## config.mk

```make
export PLATFORM = sky130hd
export DESIGN_NAME = calc_sequencer_flat
export DESIGN_NICKNAME = d
export VERILOG_FILES = /design/src/rtl/calc_pkg.sv /design/src/rtl/calc_if.sv /design/src/rtl/adder_8.sv /design/src/rtl/calc_sequencer.sv /design/src/flat_wrapper.sv
export SDC_FILE = /design/constraint.sdc
export NUM_CORES = 1
export LEC_CHECK = 0
export CAP_MARGIN = 20
export CORE_UTILIZATION = 55
export CTS_CLUSTER_DIAMETER = 50
export CTS_CLUSTER_SIZE = 30
export DETAILED_ROUTE_END_ITERATION = 16
export GPL_TIMING_DRIVEN = 0
export MAX_ROUTING_LAYER = met4
export PLACE_DENSITY = 0.79
export SETUP_SLACK_MARGIN = 0.1
export SLEW_MARGIN = 0
export SYNTH_ARGS = -nofsm -noshare
export SYNTH_HDL_FRONTEND = slang
export SYNTH_SLANG_ARGS = --single-unit
export TNS_END_PERCENT = 1
```

## constraint.sdc

```tcl
create_clock -name clk -period 8.9 [get_ports clk]
set_clock_uncertainty 0.05 [all_clocks]
set_input_delay 1.335 -clock clk [delete_from_list [all_inputs] [get_ports clk]]
set_output_delay 1.335 -clock clk [all_outputs]
set_load 0.05 [all_outputs]
```

## src/rtl/calc_pkg.sv

```systemverilog
// Shared types and constants for the 8-bit calculator sequencer.
package calc_pkg;

    localparam int unsigned CALC_W    = 8;
    localparam int unsigned CALC_ITER = 8;
    localparam int unsigned CNT_W     = 3;

    typedef enum logic [1:0] {
        OP_ADD = 2'b00,
        OP_SUB = 2'b01,
        OP_MUL = 2'b10,
        OP_DIV = 2'b11
    } op_e;

    typedef enum logic [1:0] {
        IDLE = 2'b00,
        MUL  = 2'b01,
        DIV  = 2'b10,
        DONE = 2'b11
    } state_e;

    typedef struct packed {
        logic [CALC_W-1:0] lo;
        logic [CALC_W-1:0] hi;
        logic              flag;
    } calc_rsp_t;

endpackage

```

## src/rtl/calc_if.sv

```systemverilog
// Request/response handshake bundle between the operator front end and the sequencer.
interface calc_if;
    import calc_pkg::*;

    logic              in_valid;
    logic              in_ready;
    op_e               op;
    logic [CALC_W-1:0] a;
    logic [CALC_W-1:0] b;
    logic              out_valid;
    logic              out_ready;
    logic [CALC_W-1:0] res_lo;
    logic [CALC_W-1:0] res_hi;
    logic              flag;
    logic              busy;

    modport master (
        output in_valid, op, a, b, out_ready,
        input  in_ready, out_valid, res_lo, res_hi, flag, busy
    );

    modport slave (
        input  in_valid, op, a, b, out_ready,
        output in_ready, out_valid, res_lo, res_hi, flag, busy
    );

endinterface

```

## src/rtl/adder_8.sv

```systemverilog
// Shared 8-bit ripple adder with carry in/out.
module adder_8 (
    input  logic [7:0] x,
    input  logic [7:0] y,
    input  logic       cin,
    output logic [7:0] sum,
    output logic       cout
);

    assign {cout, sum} = 9'(x) + 9'(y) + 9'(cin);

endmodule

```

## src/rtl/calc_sequencer.sv

```systemverilog
// Multi-cycle add/sub/mul/div controller built around a single shared adder_8.
module calc_sequencer
    import calc_pkg::*;
(
    input  logic   clk,
    input  logic   rst_n,
    calc_if.slave  bus
);

    state_e            state_q, state_d;
    logic [CNT_W-1:0]  cnt_q, cnt_d;
    logic [CALC_W-1:0] phi_q, phi_d;
    logic [CALC_W-1:0] plo_q, plo_d;
    logic [CALC_W-1:0] b_q, b_d;
    calc_rsp_t         rsp_q, rsp_d;
    logic              in_ready_q, in_ready_d;
    logic              out_valid_q, out_valid_d;
    logic              busy_q, busy_d;

    logic [CALC_W-1:0] add_x, add_y, add_sum;
    logic              add_cin, add_cout;
    logic [CALC_W:0]   rem_ext;
    logic              rem_ge;
    logic              last_iter;

    adder_8 u_adder (
        .x    (add_x),
        .y    (add_y),
        .cin  (add_cin),
        .sum  (add_sum),
        .cout (add_cout)
    );

    // Adder operand selection; the shifted remainder needs a 9th bit that the adder cannot see.
    always_comb begin
        add_x   = '0;
        add_y   = '0;
        add_cin = 1'b0;
        rem_ext = {phi_q, plo_q[CALC_W-1]};
        case (state_q)
            IDLE: begin
                add_x = bus.a;
                if (bus.op == OP_SUB) begin
                    add_y   = ~bus.b;
                    add_cin = 1'b1;
                end else begin
                    add_y = bus.b;
                end
            end
            MUL: begin
                add_x = phi_q;
                add_y = plo_q[0] ? b_q : '0;
            end
            DIV: begin
                add_x   = rem_ext[CALC_W-1:0];
                add_y   = ~b_q;
                add_cin = 1'b1;
            end
            default: ;
        endcase
    end

    assign rem_ge    = rem_ext[CALC_W] | add_cout;
    assign last_iter = (cnt_q == CNT_W'(CALC_ITER - 1));

    // Next-state and datapath update.
    always_comb begin
        state_d = state_q;
        cnt_d   = cnt_q;
        phi_d   = phi_q;
        plo_d   = plo_q;
        b_d     = b_q;
        rsp_d   = rsp_q;
        case (state_q)
            IDLE: begin
                if (bus.in_valid) begin
                    cnt_d = '0;
                    phi_d = '0;
                    plo_d = bus.a;
                    b_d   = bus.b;
                    case (bus.op)
                        OP_ADD: begin
                            rsp_d   = '{lo: add_sum, hi: '0, flag: add_cout};
                            state_d = DONE;
                        end
                        OP_SUB: begin
                            rsp_d   = '{lo: add_sum, hi: '0, flag: ~add_cout};
                            state_d = DONE;
                        end
                        OP_MUL: state_d = MUL;
                        default: begin
                            if (bus.b == '0) begin
                                rsp_d   = '{lo: '1, hi: bus.a, flag: 1'b1};
                                state_d = DONE;
                            end else begin
                                state_d = DIV;
                            end
                        end
                    endcase
                end
            end
            MUL: begin
                phi_d = {add_cout, add_sum[CALC_W-1:1]};
                plo_d = {add_sum[0], plo_q[CALC_W-1:1]};
                cnt_d = cnt_q + CNT_W'(1);
                if (last_iter) begin
                    rsp_d   = '{lo: plo_d, hi: phi_d, flag: |phi_d};
                    state_d = DONE;
                end
            end
            DIV: begin
                plo_d = {plo_q[CALC_W-2:0], rem_ge};
                phi_d = rem_ge ? add_sum : rem_ext[CALC_W-1:0];
                cnt_d = cnt_q + CNT_W'(1);
                if (last_iter) begin
                    rsp_d   = '{lo: plo_d, hi: phi_d, flag: 1'b0};
                    state_d = DONE;
                end
            end
            default: begin
                if (bus.out_ready) state_d = IDLE;
            end
        endcase
        in_ready_d  = (state_d == IDLE);
        out_valid_d = (state_d == DONE);
        busy_d      = (state_d == MUL) || (state_d == DIV);
    end

    always_ff @(posedge clk or negedge rst_n) begin
        if (!rst_n) begin
            state_q     <= IDLE;
            cnt_q       <= '0;
            phi_q       <= '0;
            plo_q       <= '0;
            b_q         <= '0;
            rsp_q       <= '0;
            in_ready_q  <= 1'b1;
            out_valid_q <= 1'b0;
            busy_q      <= 1'b0;
        end else begin
            state_q     <= state_d;
            cnt_q       <= cnt_d;
            phi_q       <= phi_d;
            plo_q       <= plo_d;
            b_q         <= b_d;
            rsp_q       <= rsp_d;
            in_ready_q  <= in_ready_d;
            out_valid_q <= out_valid_d;
            busy_q      <= busy_d;
        end
    end

    assign bus.in_ready  = in_ready_q;
    assign bus.out_valid = out_valid_q;
    assign bus.busy      = busy_q;
    assign bus.res_lo    = rsp_q.lo;
    assign bus.res_hi    = rsp_q.hi;
    assign bus.flag      = rsp_q.flag;

endmodule

```

## src/flat_wrapper.sv

```systemverilog
// flat-port wrapper written by rule: the top's interface ports become plain ports
module calc_sequencer_flat import calc_pkg::*;
  (clk, rst_n, bus_in_valid, bus_op, bus_a, bus_b, bus_out_ready, bus_in_ready, bus_out_valid, bus_res_lo, bus_res_hi, bus_flag, bus_busy);
  calc_if bus_i ();
  input  logic clk;
  input  logic rst_n;
  input wire logic [$bits(bus_i.in_valid)-1:0] bus_in_valid;
  input wire logic [$bits(bus_i.op)-1:0] bus_op;
  input wire logic [$bits(bus_i.a)-1:0] bus_a;
  input wire logic [$bits(bus_i.b)-1:0] bus_b;
  input wire logic [$bits(bus_i.out_ready)-1:0] bus_out_ready;
  output wire logic [$bits(bus_i.in_ready)-1:0] bus_in_ready;
  output wire logic [$bits(bus_i.out_valid)-1:0] bus_out_valid;
  output wire logic [$bits(bus_i.res_lo)-1:0] bus_res_lo;
  output wire logic [$bits(bus_i.res_hi)-1:0] bus_res_hi;
  output wire logic [$bits(bus_i.flag)-1:0] bus_flag;
  output wire logic [$bits(bus_i.busy)-1:0] bus_busy;
  assign bus_i.in_valid = bus_in_valid;
  assign bus_i.op = bus_op;
  assign bus_i.a = bus_a;
  assign bus_i.b = bus_b;
  assign bus_i.out_ready = bus_out_ready;
  assign bus_in_ready = bus_i.in_ready;
  assign bus_out_valid = bus_i.out_valid;
  assign bus_res_lo = bus_i.res_lo;
  assign bus_res_hi = bus_i.res_hi;
  assign bus_flag = bus_i.flag;
  assign bus_busy = bus_i.busy;
  calc_sequencer u_core (.clk(clk), .rst_n(rst_n), .bus(bus_i));
endmodule
```

Yosys cells after proc, flatten, opt, wreduce, memory -nomap -nowiden
Cells that the tools add are included.

Output and inout port bits: 20. Memory bits (writable): 0. Input port bits: 22. Register bits: 49. Memories kept: 0. Bits in read-only memories: 0. Logic and storage cells: 70. Bits in latches: 0.

Shift-type cells: 0. Reductions and logical operators: 14. Multiply operators: 0. Add/subtract/negate cells: 3. Div/mod/pow operators: 0. Mux-type cells: 25. Magnitude comparators: 0. Bitwise operators: 4. Equal/unequal tests: 13.

Operators by type and width (number): one-hot mux 17 bit (3 select lines) (2); one-hot mux 8 bit (3 select lines) (4); 2-to-1 mux 17 bit (4); 2-to-1 mux 8 bit (5); inverter 8 bit (2); adder 8 x 8 -> 9 bit (1); adder 9 x 1 -> 9 bit (1); equality test 2 bit, second input constant (4); logical NOT 8 bit (1); one-hot mux 2 bit (2 select lines) (2); OR reduction 8 bit (1); equality test 2 x 1 -> 1 bit, second input constant (3); logical NOT 2 bit (3); 2-to-1 mux 2 bit (3); one-hot mux 3 bit (2 select lines) (1); AND reduction 2 bit (3); AND reduction 6 bit (1); inequality test 2 x 1 -> 1 bit, second input constant (2); inequality test 2 bit, second input constant (2); inequality test 4 x 2 -> 1 bit, second input constant (1); OR reduction 2 bit (2); adder 3 x 1 -> 3 bit, second input constant (1); equality test 3 bit, second input constant (1); 2-to-1 mux 3 bit (1); 7 further kinds (8).

Depth between registers and ports, before layout
Gate-level depths: netlist of run 1.

Depth after elaboration: 9. Mapped depth: 16. Mapped depth without buffers: 14.

Hierarchy
From an unflattened synthesis of run 1, not the netlist that was laid out.

Cells, all modules: 351. Area, all modules: 3208.1 um2.

Modules (own cells, without submodules): calc_sequencer (area each 2876.5 um2, instances 1, seq. area each 1227.4 um2, cells an instance 309); adder_8 (area each 331.6 um2, instances 1, seq. area each 0.0 um2, cells an instance 42).

Least setup slack after synthesis of run 1
OpenSTA, ideal clock, no wires.

Kind: input port to flip-flop. From: in bus_op[1]. To: reg u_core.phi_q[5]. Path buffers: 2. Arrival time: 4.414 ns. Stages: 14. Slack: 4.299 ns. Library setup time: 0.137 ns. Data required time: 8.713 ns. Cells stage by stage: buf_2 -> nor2b_1 -> buf_2 -> xor2_1 -> a21oi_1 -> or2_2 -> fa_1 -> fa_1 -> nand2b_1 -> a21o_1 -> a311oi_1 -> nor2_1 -> a311oi_1 -> a21oi_1.

Longest elaborated chain between the ends: 8. Elaborated cells on any way between the ends: 10. Those cells by class: add/sub (2); eq/ne (1); mux (6); bitwise (1).

RTL lines: start, declared (RTL line flat_wrapper.sv:8) `input wire logic [$bits(bus_i.op)-1:0] bus_op;`; equality test 2 x 1 -> 1 bit (*) (RTL line calc_sequencer.sv:43) `if (bus.op == OP_SUB) begin`; 2-to-1 mux 8 bit (RTL line calc_sequencer.sv:43); one-hot mux 8 bit (3 select lines) (RTL line calc_sequencer.sv:40) `case (state_q)`; adder 8 x 8 -> 9 bit (RTL line adder_8.sv:10) `assign {cout, sum} = 9'(x) + 9'(y) + 9'(cin);`; adder 9 x 1 -> 9 bit (*) (RTL line adder_8.sv:10); bitwise OR 1 bit (RTL line calc_sequencer.sv:63) `assign rem_ge = rem_ext[CALC_W] | add_cout;`; 2-to-1 mux 8 bit (RTL line calc_sequencer.sv:113) `phi_d = rem_ge ? add_sum : rem_ext[CALC_W-1:0];`; one-hot mux 8 bit (3 select lines) (*) (RTL line calc_sequencer.sv:74) `case (state_q)`; end signal, assigned (RTL line calc_sequencer.sv:143) `phi_q <= phi_d;`; end, declared (RTL line calc_sequencer.sv:12) `logic [CALC_W-1:0] phi_q, phi_d;`.

Mark *: on every way between the ends. The rest lies on a longest branch, timed or not. A chain may end at the register's enable or synchronous reset.

Worst setup path in the final report of run 1
From: in bus_op[0]. To: reg u_core.rsp_q, in the netlist u_core.bus.flag.

Longest elaborated chain between the ends: 9. Elaborated cells on any way between the ends: 18. Those cells by class: add/sub (2); eq/ne (4); mux (8); bitwise (1); reduce/logical (3).

RTL lines: equality test 2 x 1 -> 1 bit (RTL line calc_sequencer.sv:43, calc_sequencer.sv:81); 2-to-1 mux 8 bit (RTL line calc_sequencer.sv:43); one-hot mux 8 bit (3 select lines) (RTL line calc_sequencer.sv:40); adder 8 x 8 -> 9 bit (RTL line adder_8.sv:10); adder 9 x 1 -> 9 bit (RTL line adder_8.sv:10); inverter 1 bit (RTL line calc_sequencer.sv:87) `rsp_d = '{lo: add_sum, hi: '0, flag: ~add_cout};`; one-hot mux 17 bit (3 select lines) (RTL line calc_sequencer.sv:81) `case (bus.op)`; 2-to-1 mux 17 bit (RTL line calc_sequencer.sv:76) `if (bus.in_valid) begin`; one-hot mux 17 bit (3 select lines) (RTL line calc_sequencer.sv:74); end signal, assigned (RTL line calc_sequencer.sv:146) `rsp_q <= rsp_d;`; end, declared (RTL line calc_sequencer.sv:15) `calc_rsp_t rsp_q, rsp_d;`.

Several ways; a longest one is shown, not always the timed one. The select of a mux whose other input is x is not followed.

==> summary.md, run 1 <==
| Metric | Value |
|---|---|
| Fill cells | `489` |
| Initial antenna violation count | `0` |
| Clk sink count | `49` |
| Synth top area cells | `dfrtp_1, ha_1, nor2_1` |
| Core box area | `5920 um2` |
| RSZ-0062 raised after global routing | `no` |
| Min-Delay Path Class | `reg -> reg` |
| CP delay by family, top | `compound AO/OA/AOI/OAI gates` |
| Root buffer cell | `clkbuf_8` |
| Port buffer count | `40` |
| TritonCTS clock tree | `built` |
| Final setup violation count | `0` |
| First-pass GRT wire length | `15000 um` |
| Cell taking the most area after synthesis | `dfrtp_1` |
| Clk_lat worst skew | `0.31 ns` |
| Hold path depth | `2` |
| Post-layout nets | `479` |
| Worst-Margin Slew | `0.753 ns` |
| Gr ovfl total | `0` |
| Total Routed Length | `9220 um` |
| CTS buffer count | `5` |
| Layout area overhead | `17.6%` |
| EDFF count, synth | `0` |
| Syn nets | `431` |
| Slew headroom | `49.5%` |
| Synth cell types | `60` |
| Avg Synthesized Cell Area | `8.67 um2` |
| CP max FO | `10` |
| FMAX | `184 MHz` |
| Number of top-level pins | `42` |
| Worst setup SP type | `input port` |
| Hold Vio Cnt, Final | `0` |
| Die H | `80.4 um` |
| Iter 0 DRT Violations | `418` |
| Asr flop ratio synth | `100%` |
| Initial DRT Pass Iterations | `8` |
| Remaining antenna violation count after routing | `0` |
| Via count | `3277` |
| Register area share after synthesis | `36.3%` |
| #FFs+latches synth | `49` |
| Final period util | `61.2%` |
| Max_cap viols | `0` |
| Layout cells sized above 1 | `10.3%` |
| Critical Path Stages | `14` |
| Depth of the most critical reg-to-reg path | `16` |
| Post-CTS sizing | `0` |
| Mapped Cells | `390` |
| Final HPWL DP | `6860 um` |
| H-tree depth | `2` |
| Setup repair bufs after CTS | `0` |
| Largest net degree at the start of global routing | `32` |
| Vias/cell | `6.38` |
| CP bufs+invs | `2` |
| Worst Setup End Kind | `flip-flop` |
| Setup slack after placement | `3.21 ns` |
| CP required | `9.02 ns` |
| Die Wd | `80.4 um` |
| Ant diodes | `0` |
| Setup TNS | `0 ns` |
| WL/cell | `17.9 um` |
| Crit Path Class | `in -> reg` |
| YS warnings | `0` |
| Clk buf depth | `2` |
| Total global-route track usage | `31.7%` |
| Status | `finished, final reports clean` |
| Die area | `6470 um2` |
| GPL Wtd Cong | `0.953` |
| Cells along the critical path | `clkdlybuf4s50_1 > nor2b_1 > buf_2 > xor2_1 > a21oi_1 > or2_2 > fa_1 > fa_1 > nand2b_1 > a21o_1 > a311oi_1 > nand3b_1 > a2111oi_0 > o31ai_1` |
| Yosys top cell area share | `35.5%` |
| Vias in the first global route | `3034` |
| Hold-fix buffers, CTS | `0` |
| Drt drc | `0` |
| Predominant post-synthesis flop cell | `dfrtp_1` |
| CP most frequent cell | `fa_1` |
| Clk pin slew, worst setup/hold paths | `0.10 ns` |
| Mapped Area | `3380 um2` |
| Post-layout util | `67.2%` |
| Fin crit period | `5.44 ns` |
| CP peak stage delay | `0.66 ns` |
| Worst path slowest cell | `a311oi_1` |
| Max Slew Vio Count | `0` |
| Row count | `28` |
| Starting Density | `57.1%` |
| Post-route setup slack | `3.46 ns` |
| WP data arrival | `5.57 ns` |
[layout by cell type (no fill, tap or decap), drive strengths merged, types with 2 or more instances in the layout]
master,synthesis,layout
o211ai,4,4
nor2,53,53
xor2,9,9
inv,9,9
clkinvlp,0,2
nand3,10,10
o22ai,2,2
a221o,6,6
mux2,8,8
buf,8,10
ha,17,17
or2,6,6
a2111oi,2,2
a311oi,3,3
dfrtp,48,48
a21o,4,4
clkbuf,12,18
or3,2,2
nand2,45,45
a41oi,4,4
nand3b,3,3
nor2b,3,3
nand4,2,2
a21oi,36,36
nand2b,4,4
fa,2,2
o31ai,5,5
a31o,3,3
xnor2,2,2
and3,4,4
o21ai,33,33
nor4,2,2
and2,7,7
clkdlybuf4s50,0,39
a222oi,7,7
a311o,2,2
a31oi,9,9
[cell type report]
class / count / area, um2 / share of cell area (%)
multi-input combinational: 311 / 2020 / 50.7
sequential: 49 / 1230 / 30.8
timing repair buffer: 41 / 415 / 10.4
buffer: 20 / 100 / 2.52
tap: 75 / 93.8 / 2.36
clock buffer: 6 / 72.6 / 1.82
inverter: 10 / 37.5 / 0.943
clock inverter: 2 / 15.0 / 0.377
[stage by stage]
step | hold slack (ns) | area, um2 | std cells
after floorplan | 0.393 | 3380 | 390
after global placement | 0.401 | 3880 | 505
after detailed placement | 0.405 | 3890 | 506
after CTS | 0.426 | 3980 | 514
after global routing | 0.465 | 3980 | 514
final | 0.423 | 3980 | 514
[cells in the mapped netlist, types with 3 or more instances]
cell and n:
o31ai_1 5, nand3b_1 3, clkbuf_1 12, dfrtp_1 48
nand2_1 45, buf_2 5, a222oi_1 7, ha_1 17
and3_1 4, o21ai_0 32, xor2_1 9, nor2b_1 3
a221o_1 6, a21oi_1 36, a41oi_1 4, mux2_2 8
a21o_1 3, nor2_1 53, or2_2 6, o211ai_1 3
nand3_1 9, a31oi_1 9, inv_1 9, nand2b_1 4
and2_1 5
[worst paths after layout]
path                            slack [ns]                             start                          endpoint
min in group asynchronous             0.91                             rst_n  u_core.bus.res_lo[1]$_DFFE_PN0P_
worst min register to register        0.42  u_core.bus.res_lo[6]$_DFFE_PN0P_  u_core.bus.res_lo[6]$_DFFE_PN0P_
max in group asynchronous             7.31                             rst_n     u_core.bus.in_ready$_DFF_PN1_
worst min-delay path                  0.42  u_core.bus.res_lo[6]$_DFFE_PN0P_  u_core.bus.res_lo[6]$_DFFE_PN0P_
worst max register to register        3.88       u_core.state_q[0]$_DFF_PN0_       u_core.bus.flag$_DFFE_PN0P_
worst max-delay path                  3.46                         bus_op[0]       u_core.bus.flag$_DFFE_PN0P_
[routing by layer]
layer	GRT usage, %	part of all wire (%)	up-vias
met5	-	0	-
met4	11.6	2.4	0
met3	4.55	7.6	21
met2	48.4	46	179
met1	42.7	44	1557
li1	-	-	1520
[sequential cells by signal, summed over array words and instances (netlist names)]
name / flops
u_core.bus.busy: 1
u_core.bus.in_ready: 1
u_core.bus.res_hi: 8
u_core.b_q: 8
u_core.bus.out_valid: 1
u_core.phi_q: 8
u_core.bus.res_lo: 8
u_core.state_q: 2
u_core.plo_q: 8
u_core.bus.flag: 1
u_core.cnt_q: 3
[worst register-to-register path, delay by kind of cell (launching register included)]
family / cells / cell delay [ns]
buffers and inverters: 3 / 0.96
AO/OA/AOI/OAI: 6 / 1.60
AND/OR/NAND/NOR: 4 / 0.74
flip-flops: 1 / 0.46
adder cells (fa/ha/maj): 3 / 1.07
[cells by family after synthesis]
family / after synthesis / share of synthesized area [%]
flip-flops: 49 / 36.3
AO/OA/AOI/OAI: 127 / 25.6
buffers and inverters: 30 / 4.07
adder cells (fa/ha/maj): 19 / 7.47
AND/OR/NAND/NOR: 145 / 20.7
XOR/XNOR: 11 / 2.85
multiplexers: 9 / 2.96
Power of run 1 is left out: the tool's default activity adds up to more than one toggle a clock period on the data nets, which glitch-free logic cannot reach.
==> run 2, diff against run 1 <==
--- a/config.mk
+++ b/config.mk
@@ -6,13 +6,13 @@
 export NUM_CORES = 1
 export LEC_CHECK = 0
 export CAP_MARGIN = 20
-export CORE_UTILIZATION = 55
+export CORE_UTILIZATION = 51
 export CTS_CLUSTER_DIAMETER = 50
 export CTS_CLUSTER_SIZE = 30
 export DETAILED_ROUTE_END_ITERATION = 16
 export GPL_TIMING_DRIVEN = 0
 export MAX_ROUTING_LAYER = met4
-export PLACE_DENSITY = 0.79
+export PLACE_DENSITY = 0.77
 export SETUP_SLACK_MARGIN = 0.1
 export SLEW_MARGIN = 0
 export SYNTH_ARGS = -nofsm -noshare
==> constraint.sdc (replaced) <==
create_clock -name clk -period 4.4 [get_ports clk]
set_clock_uncertainty 0.05 [all_clocks]
set_input_delay 0.66 -clock clk [delete_from_list [all_inputs] [get_ports clk]]
set_output_delay 0.66 -clock clk [all_outputs]
set_load 0.05 [all_outputs]
==> summary.md, run 2 (same netlist as run 1, synthesis figures left out) <==
| Metric | Value |
|---|---|
| RSZ-0062 raised after global routing | `no` |
| TritonCTS clock tree | `built` |
| Final setup violation count | `0` |
| Register area | `1230 um2` |
| Core box area | `6390 um2` |
| Vias/cell | `6.20` |
| Worst Setup End Kind | `flip-flop` |
| Hold Vio Cnt, Final | `0` |
| Initial DRT Pass Iterations | `6` |
| Die Wd | `83.4 um` |
| Ant diodes | `0` |
| CTS buffer count | `5` |
| Die area | `6960 um2` |
| Final period util | `91.4%` |
| Min-Delay Path Class | `in -> async` |
| Max Slew Vio Count | `0` |
| Vias in the first global route | `3062` |
| Gr ovfl total | `0` |
| Fin crit period | `4.02 ns` |
| Multi-input logic area | `2080 um2` |
| Worst setup SP type | `flip-flop` |
| CP required | `4.55 ns` |
| Iter 0 DRT Violations | `373` |
| WHS | `0.228 ns` |
| WL/cell | `18.0 um` |
| Via count | `3204` |
| Starting Density | `53.0%` |
| Largest net degree at the start of global routing | `33` |
| WP data arrival | `4.17 ns` |
| CP max FO | `10` |
| Hold-fix buffers, CTS | `0` |
| Die H | `83.4 um` |
| Layout cells sized above 1 | `14.1%` |
| Initial antenna violation count | `0` |
| Row count | `29` |
| Max_cap viols | `0` |
| Total Routed Length | `9290 um` |
| Total global-route track usage | `28.7%` |
| Clk_lat worst skew | `0.31 ns` |
| Commonest non-fill, non-tap cell in the layout | `nor2_1` |
| Clk pin slew, worst setup/hold paths | `0.10 ns` |
| Crit Path Class | `reg -> reg` |
| Fill cells | `560` |
| H-tree depth | `2` |
| Remaining antenna violation count after routing | `0` |
| Cell Count Post-Placement | `508` |
| Slew headroom | `54.6%` |
| FMAX | `249 MHz` |
| First-pass GRT wire length | `15500 um` |
| Root buffer cell | `clkbuf_8` |
| Final HPWL DP | `6910 um` |
| Number of top-level pins | `42` |
| Clk buf depth | `2` |
| Clk sink count | `49` |
| Port buffer count | `40` |
| GPL Wtd Cong | `0.938` |
| Drt drc | `0` |
| Most frequent cells in the layout | `nor2_1, dfrtp_1, nand2_1` |
| Status | `finished, final reports clean` |
| Layout area overhead | `20.5%` |
| Worst-Margin Slew | `0.682 ns` |
| Post-layout nets | `480` |
| Finished Layout Cells | `517` |
[run 2: cell types whose count changed in the layout (fill, tap and decap cells not counted), sizes merged]
cell           change
clkbuf             -1
clkdlybuf4s50      -1
buf                +2
dlymetal6s2s       +1
[run 2: cell type report]
type / count / share of cell area, %
Sequential cell: 49 / 30.2
Multi-Input combinational cell: 311 / 51.0
Timing Repair Buffer: 42 / 10.4
Buffer: 20 / 2.98
Tap cell: 77 / 2.36
Clock buffer: 6 / 1.78
Clock inverter: 2 / 0.368
Inverter: 10 / 0.921
[run 2: timing repair]
item | 4_1_cts | 5_1_grt
pin swaps | 0 | 2
setup endpoints to repair | 19 | 20
setup buffers | 0 | 1
resized for setup | 7 | 27
[run 2: critical path, stage by stage, from the launching register on]
cell and delay, ns:
dfrtp_1 0.44, inv_1 0.17, ha_1 0.32, clkbuf_2 0.29, a222oi_1 0.15, or2_2 0.31, fa_2 0.40, fa_1 0.42
nand2b_2 0.24, a21oi_1 0.18, xnor2_1 0.28, o21ai_0 0.22, a2111oi_2 0.34, o31ai_1 0.11
[run 2: path summary, 6_finish.rpt]
path | end | cells past startpoint | slack, ns | from
worst max-delay path | u_core.bus.flag$_DFFE_PN0P_ | 13 | 0.38 | u_core.state_q[1]$_DFF_PN0_
worst min-delay path | u_core.b_q[0]$_DFFE_PN0P_ | 1 | 0.23 | rst_n
worst max register to register | u_core.bus.flag$_DFFE_PN0P_ | 13 | 0.38 | u_core.state_q[1]$_DFF_PN0_
worst min register to register | u_core.bus.res_lo[1]$_DFFE_PN0P_ | 2 | 0.42 | u_core.bus.res_lo[1]$_DFFE_PN0P_
max in group asynchronous | u_core.phi_q[4]$_DFFE_PN0P_ | 2 | 3.56 | rst_n
min in group clk | u_core.bus.res_lo[1]$_DFFE_PN0P_ | 2 | 0.42 | u_core.bus.res_lo[1]$_DFFE_PN0P_
[run 2: stage by stage]
| step | utilization (%) | setup slack, ns | TNS, ns | area, um2 |
|---|---|---|---|---|
| floorplan | - | 0.468 | 0 | 3380 |
| global placement | 60.7 | -0.624 | -4.49 | 3880 |
| detailed placement | 61.0 | -0.658 | -5.62 | 3890 |
| CTS | 62.8 | 0.0401 | 0 | 4010 |
| global route | 63.8 | 0.176 | 0 | 4080 |
| finish | 63.8 | 0.377 | 0 | 4080 |
[run 2: routing by layer]
metal | up-vias | GRT usage, % | wire, um
met5 | - | - | 0
met4 | 0 | 10.8 | 245
met3 | 28 | 4.87 | 722
met2 | 160 | 44.0 | 4230
met1 | 1490 | 38.3 | 4100
li1 | 1526 | - | -
Power of run 2 is left out for the same reason.
==> run 3, diff against run 2 <==
--- a/config.mk
+++ b/config.mk
@@ -12,7 +12,7 @@
 export DETAILED_ROUTE_END_ITERATION = 16
 export GPL_TIMING_DRIVEN = 0
 export MAX_ROUTING_LAYER = met4
-export PLACE_DENSITY = 0.77
+export PLACE_DENSITY_LB_ADDON = 0.12
 export SETUP_SLACK_MARGIN = 0.1
 export SLEW_MARGIN = 0
 export SYNTH_ARGS = -nofsm -noshare
==> summary.md, run 3 (same netlist as run 1, synthesis figures left out) <==
| Metric | Value |
|---|---|
| Min-Delay Path Class | `in -> async` |
| Via count | `3255` |
| FF-to-FF End | `u_core.bus.flag$_DFFE_PN0P_` |
| CP max FO | `8` |
| Finished layout cell area | `4070 um2` |
| Slew headroom | `51.1%` |
| Vias/cell | `6.30` |
| Post-layout nets | `480` |
| Final setup violation count | `0` |
| Port buffer count | `40` |
| Commonest non-fill, non-tap cell in the layout | `nor2_1` |
| Fin crit period | `4.12 ns` |
| Root buffer cell | `clkbuf_8` |
| RSZ-0062 raised after global routing | `no` |
| Die H | `83.4 um` |
| Clk buf depth | `2` |
| Core box area | `6390 um2` |
| Clk pin slew, worst setup/hold paths | `0.10 ns` |
| Setup crit end | `u_core.bus.flag$_DFFE_PN0P_` |
| Clk_lat worst skew | `0.31 ns` |
| Placed inst area | `3890 um2` |
| CP startpoint | `u_core.state_q[1]$_DFF_PN0_` |
| Layout cells sized above 1 | `13.2%` |
| Die Wd | `83.4 um` |
| Final period util | `93.7%` |
| Most frequent cells in the layout | `nor2_1, dfrtp_1, nand2_1` |
| Total Routed Length | `9600 um` |
| Max Slew Vio Count | `0` |
| WHS | `0.257 ns` |
| GPL Wtd Cong | `0.911` |
| Remaining antenna violation count after routing | `0` |
| Row count | `29` |
| Initial antenna violation count | `0` |
| Reg2Reg Setup Slack | `0.28 ns` |
| CTS buffer count | `5` |
| Die area | `6960 um2` |
| Worst Setup End Kind | `flip-flop` |
| Ant diodes | `0` |
| Starting Density | `53.0%` |
| Initial DRT Pass Iterations | `6` |
| First-pass GRT wire length | `15600 um` |
| Hold-fix buffers, CTS | `0` |
| Worst-Margin Slew | `0.733 ns` |
| Fill cells | `555` |
| WL/cell | `18.6 um` |
| Largest net degree at the start of global routing | `29` |
| Multi-input logic area | `2070 um2` |
| Worst setup SP type | `flip-flop` |
| Crit Path Class | `reg -> reg` |
| Hold Vio Cnt, Final | `0` |
| Final HPWL DP | `7080 um` |
| Layout area overhead | `20.3%` |
| Gr ovfl total | `0` |
| Status | `finished, final reports clean` |
| H-tree depth | `2` |
| Max_cap viols | `0` |
| Total global-route track usage | `29.0%` |
| Vias in the first global route | `3082` |
| FF-to-FF Start | `u_core.state_q[1]$_DFF_PN0_` |
| TritonCTS clock tree | `built` |
| Register area | `1230 um2` |
| FMAX | `243 MHz` |
| Iter 0 DRT Violations | `433` |
| Number of top-level pins | `42` |
| Drt drc | `0` |
| Clk sink count | `49` |
| Depth of the most critical reg-to-reg path | `14` |
| CP required | `4.53 ns` |
| WP data arrival | `4.25 ns` |
run 3: worst max-delay path: stages (launching register included):
cell and delay (ns):
dfrtp_1 0.44, inv_1 0.17, ha_1 0.28, nand2_1 0.24
a21oi_1 0.21, a21oi_1 0.05, or2_2 0.30, fa_1 0.49
fa_1 0.42, nand2b_1 0.24, a21o_1 0.22, a311oi_4 0.39
nand3b_1 0.14, a2111oi_2 0.25, o31ai_1 0.11
run 3: worst min-delay path by stage:
stage / from / endpoint / slack [ns] / cells after the start
floorplan: rst_n / u_core.b_q[0]$_DFFE_PN0P_ / 0.31 / 0
CTS: rst_n / u_core.plo_q[6]$_DFFE_PN0P_ / 0.27 / 1
detailed placement: u_core.bus.res_lo[1]$_DFFE_PN0P_ / u_core.bus.res_lo[1]$_DFFE_PN0P_ / 0.41 / 2
global placement: u_core.bus.res_lo[5]$_DFFE_PN0P_ / u_core.bus.res_lo[5]$_DFFE_PN0P_ / 0.40 / 2
global route: rst_n / u_core.cnt_q[1]$_DFFE_PN0P_ / 0.29 / 1
finish: rst_n / u_core.cnt_q[1]$_DFFE_PN0P_ / 0.26 / 1
run 3: stage by stage:
step	std cells	setup TNS, ns	worst slack (ns)	util (%)
final	517	0	0.278	63.7
after global routing	517	0	0.0811	63.7
after CTS	516	0	0.0593	62.8
after detailed placement	508	-5.37	-0.667	61.0
after global placement	507	-5.38	-0.640	60.7
after floorplan	390	0	0.468	-
run 3: repair_timing:
action                     4_1_cts  5_1_grt
resized for setup                7       24
pin swaps                        0        3
setup endpoints to repair       20       20
setup buffers                    0        1
run 3: area by class of cell:
class	instances	share of cell area (%)
Clock inverter	2	0.369
Sequential cell	49	30.2
Buffer	20	2.98
Multi-Input combinational cell	311	50.9
Inverter	10	0.923
Tap cell	77	2.37
Clock buffer	6	1.78
Timing Repair Buffer	42	10.5
run 3: per-layer routing:
layer,global-route usage [%],vias up,wire [um]
met1,39.3,1559,4260
met3,3.68,24,603
li1,-,1528,-
met4,8.17,0,189
met2,46.1,144,4540
met5,-,-,0
Power of run 3 is left out for the same reason.
